### config.mk
export PLATFORM = sky130hd
export DESIGN_NAME = id_stage_fwd
export DESIGN_NICKNAME = d
export VERILOG_FILES = /design/src/rtl/id_stage_fwd_pkg.sv /design/src/rtl/id_stage_fwd_rf_bypass.sv /design/src/rtl/id_stage_fwd.sv
export SDC_FILE = /design/constraint.sdc
export NUM_CORES = 2
export LEC_CHECK = 0
export BUFFER_PORTS_ARGS = -buffer_cell sky130_fd_sc_hd__buf_2
export CAP_MARGIN = 25
export CELL_PAD_IN_SITES_DETAIL_PLACEMENT = 1
export CELL_PAD_IN_SITES_GLOBAL_PLACEMENT = 1
export CORE_MARGIN = 2
export CORE_UTILIZATION = 25
export DETAILED_ROUTE_END_ITERATION = 8
export PLACE_DENSITY_LB_ADDON = 0.1
export SLEW_MARGIN = 30
export SYNTH_ARGS = -nofsm -noshare
export SYNTH_HDL_FRONTEND = slang
export SYNTH_HIERARCHICAL = 1
export SYNTH_SLANG_ARGS = --single-unit
### constraint.sdc
create_clock -name clk -period 3.3 [get_ports clk]
set_input_delay 0 -clock clk [delete_from_list [all_inputs] [get_ports clk]]
set_output_delay 0 -clock clk [all_outputs]
set_load 0.02 [all_outputs]
### src/rtl/id_stage_fwd_pkg.sv
// Shared encodings for the decode stage: immediate formats, writeback select,
// and the register-index width helper.
package id_stage_fwd_pkg;

    typedef enum logic [2:0] {
        SEXT_I    = 3'd0,
        SEXT_S    = 3'd1,
        SEXT_B    = 3'd2,
        SEXT_U    = 3'd3,
        SEXT_J    = 3'd4,
        SEXT_NONE = 3'd5
    } sext_e;

    typedef enum logic [1:0] {
        RF_WSEL_ALU = 2'd0,
        RF_WSEL_PC4 = 2'd1,
        RF_WSEL_EXT = 2'd2,
        RF_WSEL_RDO = 2'd3
    } rf_wsel_e;

    // Register-index width; a one-entry file still needs a one-bit index.
    function automatic int rw_bits(input int nreg);
        return (nreg > 1) ? $clog2(nreg) : 1;
    endfunction

endpackage

### src/rtl/id_stage_fwd_rf_bypass.sv
// Two-read / one-write register file; a read of the register being written this
// cycle returns the incoming write data. Register 0 always reads zero.
module rf_bypass
    import id_stage_fwd_pkg::*;
#(
    parameter int XLEN = 32,
    parameter int NREG = 32,
    localparam int RW = rw_bits(NREG)
) (
    input  logic            clk_i,
    input  logic            rst_i,
    input  logic            we_i,
    input  logic [RW-1:0]   wa_i,
    input  logic [XLEN-1:0] wd_i,
    input  logic [RW-1:0]   ra1_i,
    input  logic [RW-1:0]   ra2_i,
    output logic [XLEN-1:0] rd1_o,
    output logic [XLEN-1:0] rd2_o
);

    logic [XLEN-1:0] regs_q [NREG];

    always_ff @(posedge clk_i) begin
        if (rst_i) begin
            for (int i = 0; i < NREG; i++) begin
                regs_q[i] <= '0;
            end
        end else if (we_i && wa_i != '0 && int'(wa_i) < NREG) begin
            regs_q[wa_i] <= wd_i;
        end
    end

    always_comb begin
        rd1_o = '0;
        if (ra1_i != '0 && int'(ra1_i) < NREG) begin
            if (we_i && wa_i == ra1_i) rd1_o = wd_i;
            else                       rd1_o = regs_q[ra1_i];
        end
    end

    always_comb begin
        rd2_o = '0;
        if (ra2_i != '0 && int'(ra2_i) < NREG) begin
            if (we_i && wa_i == ra2_i) rd2_o = wd_i;
            else                       rd2_o = regs_q[ra2_i];
        end
    end

endmodule

### src/rtl/id_stage_fwd.sv
// RV32 decode stage: immediate extension, forwarded operand read, load-use
// hazard detection and the registered ID/EX boundary.
module id_stage_fwd
    import id_stage_fwd_pkg::*;
#(
    parameter int XLEN   = 32,
    parameter int NREG   = 32,
    parameter bit FWD_EN = 1'b1,
    localparam int RW = rw_bits(NREG)
) (
    input  logic            clk,
    input  logic            rst,
    input  logic            if_valid,
    input  logic [31:0]     if_inst,
    input  logic [XLEN-1:0] if_pc,
    input  logic [XLEN-1:0] if_pc4,
    input  logic [2:0]      sext_op,
    input  logic            rs1_used,
    input  logic            rs2_used,
    input  logic            rd_we,
    input  logic            ex_valid,
    input  logic            ex_we,
    input  logic            ex_is_load,
    input  logic [RW-1:0]   ex_rd,
    input  logic [XLEN-1:0] ex_alu_c,
    input  logic            mem_we,
    input  logic [RW-1:0]   mem_rd,
    input  logic [XLEN-1:0] mem_wd,
    input  logic            wb_we,
    input  logic [RW-1:0]   wb_rd,
    input  logic [1:0]      wb_wsel,
    input  logic [XLEN-1:0] wb_alu_c,
    input  logic [XLEN-1:0] wb_pc4,
    input  logic [XLEN-1:0] wb_ext,
    input  logic [XLEN-1:0] wb_rdo,
    input  logic            ex_stall,
    input  logic            flush,
    output logic            id_stall,
    output logic            idex_valid,
    output logic [XLEN-1:0] idex_pc,
    output logic [XLEN-1:0] idex_pc4,
    output logic [XLEN-1:0] idex_rD1,
    output logic [XLEN-1:0] idex_rD2,
    output logic [XLEN-1:0] idex_ext,
    output logic [RW-1:0]   idex_rd,
    output logic            idex_we,
    output logic [XLEN-1:0] rf_wD
);

    logic [RW-1:0]   rs1, rs2, rd;
    logic [31:0]     imm32;
    logic [XLEN-1:0] imm;
    logic [XLEN-1:0] rf_rd1, rf_rd2, opnd1, opnd2;
    logic            match_ex, match_mem, haz;
    logic            unused_inst;

    assign rs1 = RW'(if_inst[19:15]);
    assign rs2 = RW'(if_inst[24:20]);
    assign rd  = RW'(if_inst[11:7]);
    assign unused_inst = ^if_inst[6:0];

    always_comb begin
        imm32 = '0;
        case (sext_op)
            SEXT_I:  imm32 = {{20{if_inst[31]}}, if_inst[31:20]};
            SEXT_S:  imm32 = {{20{if_inst[31]}}, if_inst[31:25], if_inst[11:7]};
            SEXT_B:  imm32 = {{19{if_inst[31]}}, if_inst[31], if_inst[7],
                              if_inst[30:25], if_inst[11:8], 1'b0};
            SEXT_U:  imm32 = {if_inst[31:12], 12'b0};
            SEXT_J:  imm32 = {{11{if_inst[31]}}, if_inst[31], if_inst[19:12],
                              if_inst[20], if_inst[30:21], 1'b0};
            default: imm32 = '0;
        endcase
    end
    assign imm = XLEN'($signed(imm32));

    always_comb begin
        rf_wD = wb_alu_c;
        case (wb_wsel)
            RF_WSEL_ALU: rf_wD = wb_alu_c;
            RF_WSEL_PC4: rf_wD = wb_pc4;
            RF_WSEL_EXT: rf_wD = wb_ext;
            default:     rf_wD = wb_rdo;
        endcase
    end

    rf_bypass #(
        .XLEN (XLEN),
        .NREG (NREG)
    ) u_rf (
        .clk_i (clk),
        .rst_i (rst),
        .we_i  (wb_we),
        .wa_i  (wb_rd),
        .wd_i  (rf_wD),
        .ra1_i (rs1),
        .ra2_i (rs2),
        .rd1_o (rf_rd1),
        .rd2_o (rf_rd2)
    );

    // A load's EX value is its address, never its data, so loads are not forwarded from EX.
    always_comb begin
        opnd1 = rf_rd1;
        if (rs1 != '0) begin
            if (FWD_EN && ex_valid && ex_we && !ex_is_load && ex_rd == rs1) opnd1 = ex_alu_c;
            else if (FWD_EN && mem_we && mem_rd == rs1)                    opnd1 = mem_wd;
        end
    end

    always_comb begin
        opnd2 = rf_rd2;
        if (rs2 != '0) begin
            if (FWD_EN && ex_valid && ex_we && !ex_is_load && ex_rd == rs2) opnd2 = ex_alu_c;
            else if (FWD_EN && mem_we && mem_rd == rs2)                    opnd2 = mem_wd;
        end
    end

    assign match_ex  = (ex_rd != '0) &&
                       ((rs1_used && rs1 == ex_rd) || (rs2_used && rs2 == ex_rd));
    assign match_mem = (mem_rd != '0) &&
                       ((rs1_used && rs1 == mem_rd) || (rs2_used && rs2 == mem_rd));

    // Without forwarding, any pending EX or MEM write to a source must drain to WB first.
    assign haz = if_valid &&
                 ((ex_valid && ex_we && match_ex && (ex_is_load || !FWD_EN)) ||
                  (!FWD_EN && mem_we && match_mem));

    assign id_stall = haz || ex_stall;

    logic            valid_q, we_q;
    logic [XLEN-1:0] pc_q, pc4_q, rd1_q, rd2_q, ext_q;
    logic [RW-1:0]   rd_q;

    // idex_valid marks a real instruction in ID/EX; a bubble has valid=0 and we=0,
    // and its data fields are stale and must be ignored by EX.
    always_ff @(posedge clk) begin
        if (rst) begin
            valid_q <= 1'b0;
            we_q    <= 1'b0;
            pc_q    <= '0;
            pc4_q   <= '0;
            rd1_q   <= '0;
            rd2_q   <= '0;
            ext_q   <= '0;
            rd_q    <= '0;
        end else if (flush) begin
            valid_q <= 1'b0;
            we_q    <= 1'b0;
        end else if (ex_stall) begin
            valid_q <= valid_q;
        end else if (haz) begin
            valid_q <= 1'b0;
            we_q    <= 1'b0;
        end else begin
            valid_q <= if_valid;
            we_q    <= rd_we && if_valid && (rd != '0);
            pc_q    <= if_pc;
            pc4_q   <= if_pc4;
            rd1_q   <= opnd1;
            rd2_q   <= opnd2;
            ext_q   <= imm;
            rd_q    <= rd;
        end
    end

    assign idex_valid = valid_q;
    assign idex_we    = we_q;
    assign idex_pc    = pc_q;
    assign idex_pc4   = pc4_q;
    assign idex_rD1   = rd1_q;
    assign idex_rD2   = rd2_q;
    assign idex_ext   = ext_q;
    assign idex_rd    = rd_q;

endmodule

==> results.ini <==
[clock_tree]
cts_root_buf = clkbuf_16
cts.clk_slew.worst_paths_ps = 60
cts.sinks = 1191
clk_latency_ps = 820
cts_buffer_depth = 3
htree_levels = 4
cts_buffers = 149
cts_tree = yes
cts_setup_buffers = 0

[synthesis]
synth-xor-area-share_pct = 0.429
avgSynthCellArea_um2 = 13.3
yosysSeqAreaShare_pct = 53.9
synth_compound_area_share_pct = 8.16
syn_area_um2 = 63300
synth_mux_area_share_pct = 20.1
ys_types = 64
synth_enable_flop_cells = 1024
synth_area_leader_cell = edfxtp_1
yosys_warnings = 6
ys_async_sr_fraction_pct = 0
synth_top_cell_area_share_pct = 48.6
synth_fa_ha_area_share_pct = 0
synth.area.top_cells = edfxtp_1, mux4_2, and2_1
ys.flop_type = edfxtp_1
synthSimpleGateAreaFrac_pct = 13.8
synth_cells = 4770
synth_top_family_by_area = multiplexers
ys_ff_latch = 1191

[place]
hpwl_mm = 222
place_area_um2 = 72100
place_congestion = 0.851
dpl.cell_count = 8554
port_buffers = 513

[cells_and_area]
stdcell_count = 9198
design_area_um2 = 80400
drive_gt1_share_pct = 29.1
layout.nets = 6032
area_delta_synth_final_pct = 27.1
layout_common_cells = edfxtp_1, and2_1, buf_2, mux4_2, dlygate4sd3_1
mostFrequentLayoutCell = edfxtp_1

[power]
internal-power_w = 0.0289
power_frac_comb_pct = 16.8
clockPowerShare_pct = 39.9
p_switching_w = 0.0118
p_seq_share_pct = 43.3
switching_share_pct = 28.9
ir_worst_vdd_mv = 0.605
p_leak_nw = 28.8
power.total_w = 0.0407
pwr_density_cell_nw_per_um2 = 506

[grt]
grt.busiest_layer = met2
grt_pass1_vias = 49600
grt_start_max_net_pins = 144
grt_overflow = 0
grt_util_all_layers_pct = 25.3
use_met2_pct = 41.2
antenna_found_initial = 54
grt_pass1_wl_mm = 446
grtUsageMet3_pct = 3.61
met1_usage_pct = 35.0

[drt]
drc = 0
vias = 48600
drtAntennaViolNets = 0
finalWirelength_mm = 331
first_iter_violations = 4636
wl_per_cell_um = 36.0
dr.pass1.iters = 6
vias_per_cell = 5.28

[timing]
setup_tns_ps = 0
drv_slew = 0
min_period_ps = 3070
setup_violations = 0
rsz0062_at_grt = false
min_period_over_period_pct = 93.2
tightest_slew_ps = 1090
finClkSkew_ps = 23.2
slew_headroom_pct = 25.0
max_freq_mhz = 325
hold_viol = 0

[floorplan]
die_area_um2 = 257000
ios = 521
core_area_um2 = 251000
die_w_um = 507
dieHeight_um = 507
initial_utilization_pct = 25.2
core.rowCount = 184

[worst_setup_path]
reg2reg_slack_ps = 310
crit_path_max_fanout = 60
worstSetupEndpointType = register
reg2reg_depth = 8
crit_path_start_kind = input port
path_class = input port to register
worstReg2RegStart = u_rf/regs_q[22][30]
reg2reg_to = idex_rD2[30]
crit_required_ps = 4050
arrival_ps = 3820

[flow_run]
maxCapViolCount = 0

[min_path]
hold_end = u_rf/regs_q[9][1]
hp-start = wb_ext[1]
min_delay_path_depth = 3
min_path_type = input port to register

[outcome]
status = finished, final reports clean

## synthesized netlist by cell type, drive strengths merged, types with 34 or more instances
master	instances
a211oi	51
a21oi	174
a22oi	86
and2	999
buf	145
clkbuf	360
dfxtp	167
edfxtp	1024
mux2	83
mux2i	248
mux4	412
nand2	269
nor2	113
nor3	58
o21ai	58
o221ai	99
o22a	62
o22ai	83
or2	34
## layer usage
metal / up-vias / routed length (um)
met5: - / 292
met4: 4 / 8810
met3: 366 / 19000
met2: 1924 / 155000
met1: 26200 / 148000
li1: 20100 / -
## registers in the layout, indices dropped and copies added, names as in the netlist
register     cells
idex_pc         32
idex_rD2        32
u_rf/regs_q   1024
idex_valid       1
idex_rD1        32
idex_pc4        32
idex_we          1
idex_ext        32
idex_rd          5
## critical path, stage by stage
cell,delay [ps]
dlygate4sd3_1,560
buf_2,290
buf_12,250
xnor2_1,160
nand3_2,120
o22ai_2,250
a311o_2,300
buf_12,290
buf_4,230
a211oi_1,50
dlygate4sd3_1,600
nor3_1,130
dlygate4sd3_1,570
## cells by family after synthesis
logic type             after synthesis
XOR/XNOR                            31
buffers and inverters              514
other                                1
AO/OA/AOI/OAI                      733
AND/OR/NAND/NOR                   1557
flip-flops                        1191
multiplexers                       743
## area by class of cell
class / count / area [um2]
diodes: 20 / 50.0
clock buffers: 191 / 3990
clock inverters: 79 / 654
fillers: 26800 / 171000
inverters: 9 / 33.8
multi-input cells: 3096 / 27300
flip-flops and latches: 1191 / 34100
well taps: 3348 / 4190
repair buffers: 1264 / 10100
## power groups by stage
stage / Clock, W / Combinational (W) / Sequential (W)
2_1_floorplan: 0 / 0.00295 / 0.0179
3_3_place_gp: 0 / 0.00646 / 0.0179
3_5_place_dp: 0 / 0.00647 / 0.0179
6_report: 0.0162 / 0.00681 / 0.0176
5_1_grt: 0.0172 / 0.00705 / 0.0177
4_1_cts: 0.0167 / 0.00680 / 0.0176
## through the flow
| stage | hold WS (ps) | setup WS, ps | util [%] |
|---|---|---|---|
| finish | 58.9 | 225 | 32.0 |
| global route | 36.2 | 59.4 | 32.0 |
| CTS | 18.9 | 55.6 | 31.9 |
| detailed placement | 249 | -17.6 | 28.7 |
| global placement | 242 | -24.0 | 28.7 |
| floorplan | 79.3 | 1030 | - |
## worst max path at each step
stage,startpoint,endpoint,slack (ps),cells past startpoint
2_1_floorplan,wb_wsel[0],idex_rD2[20],1030,8
3_3_place_gp,if_inst[20],idex_rD2[30],-20,10
3_5_place_dp,if_inst[20],idex_rD2[30],-20,10
4_1_cts,if_inst[20],idex_ext[14],60,13
5_1_grt,if_inst[24],idex_ext[14],60,13
6_report,if_inst[24],idex_ext[12],230,13
## repair_timing
item,CTS,global route
gates resized for setup,0,2
setup endpoints to repair,0,2
hold buffers,354,0
hold endpoints to repair,195,0
Note: power is estimated with default switching activity, not from simulation.
